<file path="src/rtl/calc_sequencer.sv">
// calc_sequencer: runs one command through reg-file reads, ALU execution and write-back,
// and shares the reg-file write port with user/keypad writes.
module calc_sequencer #(
  parameter int W         = 9,
  parameter int NREG_BITS = 3,
  parameter int TIMEOUT   = 15
) (
  input  logic                 clk,
  input  logic                 nrst,
  input  logic                 cmd_valid,
  output logic                 cmd_ready,
  input  logic [2:0]           cmd_opcode,
  input  logic [NREG_BITS-1:0] cmd_src1,
  input  logic [NREG_BITS-1:0] cmd_src2,
  input  logic [NREG_BITS-1:0] cmd_dest,
  output logic [NREG_BITS-1:0] reg_sel,
  output logic [2:0]           alu_opcode,
  output logic                 assign_op1,
  output logic                 assign_op2,
  output logic                 alu_en,
  input  logic                 alu_done,
  input  logic [W-1:0]         alu_result,
  input  logic                 alu_ovf,
  input  logic                 user_wr_req,
  input  logic [NREG_BITS-1:0] user_wr_num,
  input  logic [W-1:0]         user_wr_data,
  output logic                 user_wr_grant,
  output logic                 wr_en,
  output logic [NREG_BITS-1:0] wr_num,
  output logic [W-1:0]         wr_data,
  output logic                 busy,
  output logic                 done,
  output logic                 err_timeout,
  output logic                 ovf_flag
);
  localparam int CW = $clog2(TIMEOUT + 1);
  typedef enum logic [2:0] {S_IDLE, S_RD1, S_RD2, S_EXEC, S_WAIT, S_WB} state_t;
  state_t               r_state, w_next;
  logic [CW-1:0]        r_cnt;
  logic [2:0]           r_op;
  logic [NREG_BITS-1:0] r_src1, r_src2, r_dest;
  logic [W-1:0]         r_res;
  logic                 r_ovf, r_ovf_flag;
  logic                 w_idle, w_rd1, w_rd2, w_exec, w_wait, w_wb, w_tmo;
  assign w_idle = r_state == S_IDLE;
  assign w_rd1  = r_state == S_RD1;
  assign w_rd2  = r_state == S_RD2;
  assign w_exec = r_state == S_EXEC;
  assign w_wait = r_state == S_WAIT;
  assign w_wb   = r_state == S_WB;
  // r_cnt counts WAIT cycles already spent; this cycle is the last one allowed
  assign w_tmo  = (r_cnt + CW'(1)) == CW'(TIMEOUT);
  always_comb begin
    w_next = S_IDLE;
    unique case (r_state)
      S_IDLE:  w_next = cmd_valid ? S_RD1 : S_IDLE;
      S_RD1:   w_next = S_RD2;
      S_RD2:   w_next = S_EXEC;
      S_EXEC:  w_next = S_WAIT;
      S_WAIT:  w_next = alu_done ? S_WB : w_tmo ? S_IDLE : S_WAIT;
      default: w_next = S_IDLE;
    endcase
  end
  always_ff @(posedge clk) begin
    if (!nrst) begin
      r_state    <= S_IDLE;
      r_cnt      <= '0;
      r_op       <= '0;
      r_src1     <= '0;
      r_src2     <= '0;
      r_dest     <= '0;
      r_res      <= '0;
      r_ovf      <= 1'b0;
      r_ovf_flag <= 1'b0;
    end else begin
      r_state <= w_next;
      r_cnt   <= w_wait ? r_cnt + CW'(1) : '0;
      if (w_idle && cmd_valid) begin
        r_op   <= cmd_opcode;
        r_src1 <= cmd_src1;
        r_src2 <= cmd_src2;
        r_dest <= cmd_dest;
      end
      if (w_wait && alu_done) begin
        r_res <= alu_result;
        r_ovf <= alu_ovf;
      end
      if (w_wb) r_ovf_flag <= r_ovf;
    end
  end
  // every output is forced quiet while reset is held, even before the reset edge
  assign cmd_ready     = nrst && w_idle;
  assign busy          = nrst && !w_idle;
  assign assign_op1    = nrst && w_rd1;
  assign assign_op2    = nrst && w_rd2;
  assign alu_en        = nrst && w_exec;
  assign done          = nrst && w_wb;
  assign err_timeout   = nrst && w_wait && !alu_done && w_tmo;
  assign reg_sel       = !nrst ? '0 : w_rd1 ? r_src1 : w_rd2 ? r_src2 : '0;
  assign alu_opcode    = (nrst && !w_idle) ? r_op : '0;
  assign wr_en         = nrst && (w_wb || user_wr_req);
  assign wr_num        = !nrst ? '0 : w_wb ? r_dest : user_wr_num;
  assign wr_data       = !nrst ? '0 : w_wb ? r_res : user_wr_data;
  assign user_wr_grant = nrst && !w_wb && user_wr_req;
  assign ovf_flag      = r_ovf_flag;
endmodule

</file>
<file path="config.mk">
export PLATFORM = sky130hd
export DESIGN_NAME = calc_sequencer
export DESIGN_NICKNAME = d
export VERILOG_FILES = /design/src/rtl/calc_sequencer.sv
export SDC_FILE = /design/constraint.sdc
export NUM_CORES = 1
export LEC_CHECK = 0
export ABC_AREA = 1
export BUFFER_PORTS_ARGS = -buffer_cell sky130_fd_sc_hd__buf_2
export CAP_MARGIN = 25
export CORE_UTILIZATION = 36
export CTS_BUF_LIST = sky130_fd_sc_hd__clkbuf_4
export CTS_CLUSTER_SIZE = 10
export DETAILED_ROUTE_END_ITERATION = 10
export GPL_TIMING_DRIVEN = 0
export HOLD_SLACK_MARGIN = 0.03
export PLACE_DENSITY_LB_ADDON = 0.15
export RECOVER_POWER = 25
export SYNTH_ARGS = -nofsm -noshare
export SYNTH_HDL_FRONTEND = slang
export SYNTH_SLANG_ARGS = --single-unit
</file>
<file path="constraint.sdc">
create_clock -name clk -period 1.5 [get_ports clk]
set_input_delay 0.075 -clock clk [delete_from_list [all_inputs] [get_ports clk]]
set_output_delay 0.075 -clock clk [all_outputs]
set_load 0.005 [all_outputs]
</file>
======== Word level (Yosys, flattened, before mapping) ========
Cells that the tools add are included.
storage, ports and cells
  register bits ........................... 30
  output and inout port bits .............. 28
  word-level logic and storage cells ...... 48
cells by class
  add/sub/neg operators ................... 1
  eq/ne operators ......................... 6
  multiplexer cells ....................... 12
  reductions and logical operators ........ 20
operator list
  cell                                            number
  2-to-1 mux 3 bit                                8
  2-to-1 mux 9 bit                                2
  one-hot mux 3 bit (5 select lines)              1
  logical AND 1 bit                               14
  == test 3 x 2 -> 1 bit (second input constant)  2
  == test 3 bit (second input constant)           2
  adder 4 x 1 -> 4 bit (second input constant)    1
  == test 4 bit (second input constant)           1
  == test 3 x 1 -> 1 bit (second input constant)  1
  logical NOT 1 bit                               3
  logical NOT 3 bit                               1
  AND reduction 2 bit                             1
  logical OR 1 bit                                1
  2-to-1 mux 1 bit                                1

======== Depth between registers and ports, before layout ========
  depth in word-level cells ............... 5
  gate-level depth with buffers ........... 8
  gate-level depth less buffers ........... 8

======== Worst setup path after synthesis ========
No wires, ideal clock.
  path type ............................... register to output
  from .................................... register r_state[0]
  to ...................................... output wr_data[0]
  data arrival time ....................... 0.992 ns
  setup slack ............................. 0.433 ns
  cell stages (with the launch flop) ...... 6
  path buffers ............................ 1
  path through ............................ dfxtp_1 > nand3_4 > nor2_8 > buf_8 > nand2_2 > nand2_1
between the ends
  word-level cells in the longest chain between the ends .. 3
ends and longest elaborated chain
  item                            line  text
  start, declared                 38    state_t r_state, w_next;
  start signal, assigned          76    r_state <= w_next;
  == test 3 bit                   50    assign w_wb = r_state == S_WB;
  2-to-1 mux 9 bit (2 in series)  103   assign wr_data = !nrst ? '0 : w_wb ? r_res : user_wr_data;
  end, declared                   30    output logic [W-1:0] wr_data,
Every way passes these cells.

======== Final worst setup path ========
  from .................................... register r_state[2]
  to ...................................... output wr_num[1]
between the ends
  word-level cells in the longest chain between the ends .. 3
ends and longest elaborated chain
  item                            line  text
  == test 3 bit                   50
  2-to-1 mux 3 bit (2 in series)  102   assign wr_num = !nrst ? '0 : w_wb ? r_dest : user_wr_num;
  end, declared                   29    output logic [NREG_BITS-1:0] wr_num,
Every way passes these cells.

==> summary.md <==
| Metric | Value |
|---|---|
| Final #Nets | 385 |
| Placed Area | 1961 um^2 |
| Yosys top cell area share | 38.19% |
| DRT Pass-1 Iters | 4 |
| Chip Width | 68.10 um |
| Ys flop type | dfxtp_1 |
| Routed len/inst | 10.63 um |
| Max_cap viols | 0 |
| Synth cell count leaders | nand2_1 (73), nor2_1 (47), inv_1 (34), dfxtp_1 (30), nand3_1 (16) |
| Final RePlAce weighted congestion | 0.7625 |
| Post-layout min period | 1.492 ns |
| Final worst-path cycle share | 99.44% |
| F_max | 670.5 MHz |
| CTS tree | yes |
| Die H | 68.10 um |
| I/O Pins | 67 |
| Synthesized area per cell | 6.446 um^2 |
| Most frequent cell after synthesis | nand2_1 |
| Clock-pin slew on the worst setup and hold paths | 0.10 ns |
| Latest clock arrival within the worst-skew pair | 0.33 ns |
| Post-synth cell types | 22 |
| Critical path peak fanout | 7 |
| Fraction of layout cells with a size suffix above 1 | 32.75% |
| HPWL after DPL | 2.802 mm |
| I/O Buffers | 65 |
| Critical Path Start Type | flop |
| Max incr delay on CP | 0.42 ns |
| Initial detailed-routing violation count | 70 |
| Critical path's top delay family | flip-flops |
| Final Max Slew Viols | 0 |
| Crit path cell chain | nand3_4 > nor2_8 > clkbuf_16 > nand2_2 > nand2_1 > buf_2 |
| Antenna violations before repair | 0 |
| Unrepaired setup endpoints after global routing | yes |
| Crit Path Class | reg2out |
| Slowest cell on the critical path | dfxtp_2 |
| Antenna Violating Nets Remaining | 0 |
| Async SR Flop Fraction | 0% |
| GRT Total Usage | 18.31% |
| Hold slack | 0.04931 ns |
| Total grt overflow | 0 |
| CTS H-Tree Depth | 2 |
| Vias post-DR | 1763 |
| Largest net degree at the start of global routing | 11 |
| Fillers | 417 |
| CTS root buf | clkbuf_4 |
| Critical Path AT | 1.42 ns |
| Max VDD drop | 0.0004359 V |
| Post-Route WL | 4.197 mm |
| Sequential area share after synthesis | 38.19% |
| Post-synth EDFFs | 0 |
| Synth area leaders | dfxtp_1 (38%), nand2_1 (17%), nor2_1 (11%), inv_1 (8.1%), nand3_1 (5.1%) |
| Power Total | 0.001738 W |
| Yosys reg bits | 30 |
| Non-Filler Cell Area, Final | 2352 um^2 |
| Initial Util | 38.49% |
| Hold crit path type | in2reg |
| Synthesis Warnings | 0 |
| Fin Clk Skew | 0.01518 ns |
| CP endpoint kind | primary output |
| CP Buf/Inv Count | 2 |
| Global-route wire length before repair | 6.230 mm |
| DRC | 0 |
| Worst slew pin tran | 0.5504 ns |
| Largest area contributor in the netlist | dfxtp_1 |
| Die Area | 4637 um^2 |
| Diodes inserted | 0 |
| Slew headroom | 63.31% |
| Power Dens Cells | 738.8 nW/um^2 |
| Layout area overhead | 49.56% |
| # setup viols final | 0 |
| Req. time, crit path | 1.42 ns |
| Status | finished clean |
| Core area | 4086 um^2 |
| Row count | 23 |
| Synth Cell Area | 1573 um^2 |
| Clock Path Buffers | 2 |
| CTS buffer count | 5 |
| Syn Inst Count | 244 |
| Sink Count | 30 |
| Final Hold Vio Count | 0 |
| Post-Syn Nets | 285 |
| LEAKAGE | 1.325 nW |
| DR vias/cell | 4.463 |
| Vias in the first global route | 1509 |
[layout make-up]
class                           count  area, um^2  area share [%]
Tap cell                           50       62.56           2.660
Timing Repair Buffer               93       610.6           25.96
Inverter                           35       133.9           5.691
Multi-Input combinational cell    169       813.3           34.57
Sequential cell                    30       611.8           26.01
Buffer                             10       66.31           2.819
Clock inverter                      2       8.758          0.3723
Clock buffer                        6       45.04           1.915
[flip-flops by register name, summed over array words and instances (netlist names)]
name / flops
ovf_flag: 1
r_cnt: 4
r_dest: 3
r_op: 3
r_ovf: 1
r_res: 9
r_src1: 3
r_src2: 3
r_state: 3
[worst reg2reg max path: cells and delay by family, from the launching register on]
family | cells | cell delay [ns]
buffers and inverters | 1 | 0.56
AND/OR/NAND/NOR | 2 | 0.20
AO/OA/AOI/OAI | 1 | 0.13
flip-flops | 1 | 0.39
[metrics by stage]
step                util [%]  worst slack [ns]  setup TNS, ns  std cells
finish                 57.56          0.008467              0        395
global placement       47.98            0.2064              0        359
floorplan                  -            0.4329              0        244
global route           57.56          -0.06803        -0.7525        395
detailed placement     47.98            0.2185              0        359
CTS                    55.30         0.0003715              0        391
[path summary, 6_finish.rpt]
| kind | startpoint | endpoint | slack (ns) | depth (start not counted) |
|---|---|---|---|---|
| max | r_state[2]$_SDFF_PN0_ | wr_num[1] | 0.008 | 6 |
| min | cmd_valid | r_dest[0]$_SDFFE_PN0P_ | 0.05 | 3 |
| max reg2reg | r_state[0]$_SDFF_PN0_ | r_res[0]$_SDFFE_PN0P_ | 0.16 | 4 |
| min reg2reg | r_cnt[0]$_SDFF_PP0_ | r_cnt[0]$_SDFF_PP0_ | 0.45 | 1 |
[power breakdown]
part	total (W)	switching (W)	internal [W]
sequential	0.000874	0.0000301	0.000844
clock	0.000479	0.000285	0.000194
combinational	0.000385	0.000197	0.000188
total	0.00174	0.000513	0.00123
[cells in the final DEF, fill, tap and decap left out, drive strengths merged]
| master | Yosys | routed |
|---|---|---|
| a21oi | 6 | 6 |
| buf | 10 | 78 |
| clkbuf | 0 | 8 |
| clkinv | 0 | 2 |
| dfxtp | 30 | 30 |
| dlygate4sd3 | 0 | 23 |
| ha | 2 | 2 |
| inv | 35 | 35 |
| nand2 | 82 | 82 |
| nand3 | 18 | 18 |
| nand4 | 6 | 6 |
| nor2 | 50 | 50 |
| nor3 | 1 | 1 |
| o21ai | 1 | 1 |
| o22ai | 3 | 3 |
[layer usage]
metal | vias to the layer above | track usage, % | wire length, um
met1 | 761 | 21.07 | 1959
met3 | 5 | 6.000 | 321
met4 | 0 | 6.250 | 50
li1 | 940 | - | -
met2 | 57 | 31.50 | 1866
met5 | - | 0 | 0
[what timing repair did]
action                                  CTS  global route
hold buffers                             23             0
gates resized for setup                   6            13
gates cloned                              0             1
setup buffers                             1             3
endpoints found under the setup margin   21            15
endpoints found under the hold margin    22             0
pin swaps                                 1             2
[cells by family after synthesis]
kind of cell / count (synthesis) / share of synthesized area, %
simple gates: 157 / 44.15
buf+inv: 45 / 12.65
flops: 30 / 38.19
compound gates: 10 / 3.421
fa+ha+maj: 2 / 1.591
Note: power is estimated with default switching activity, not from simulation.
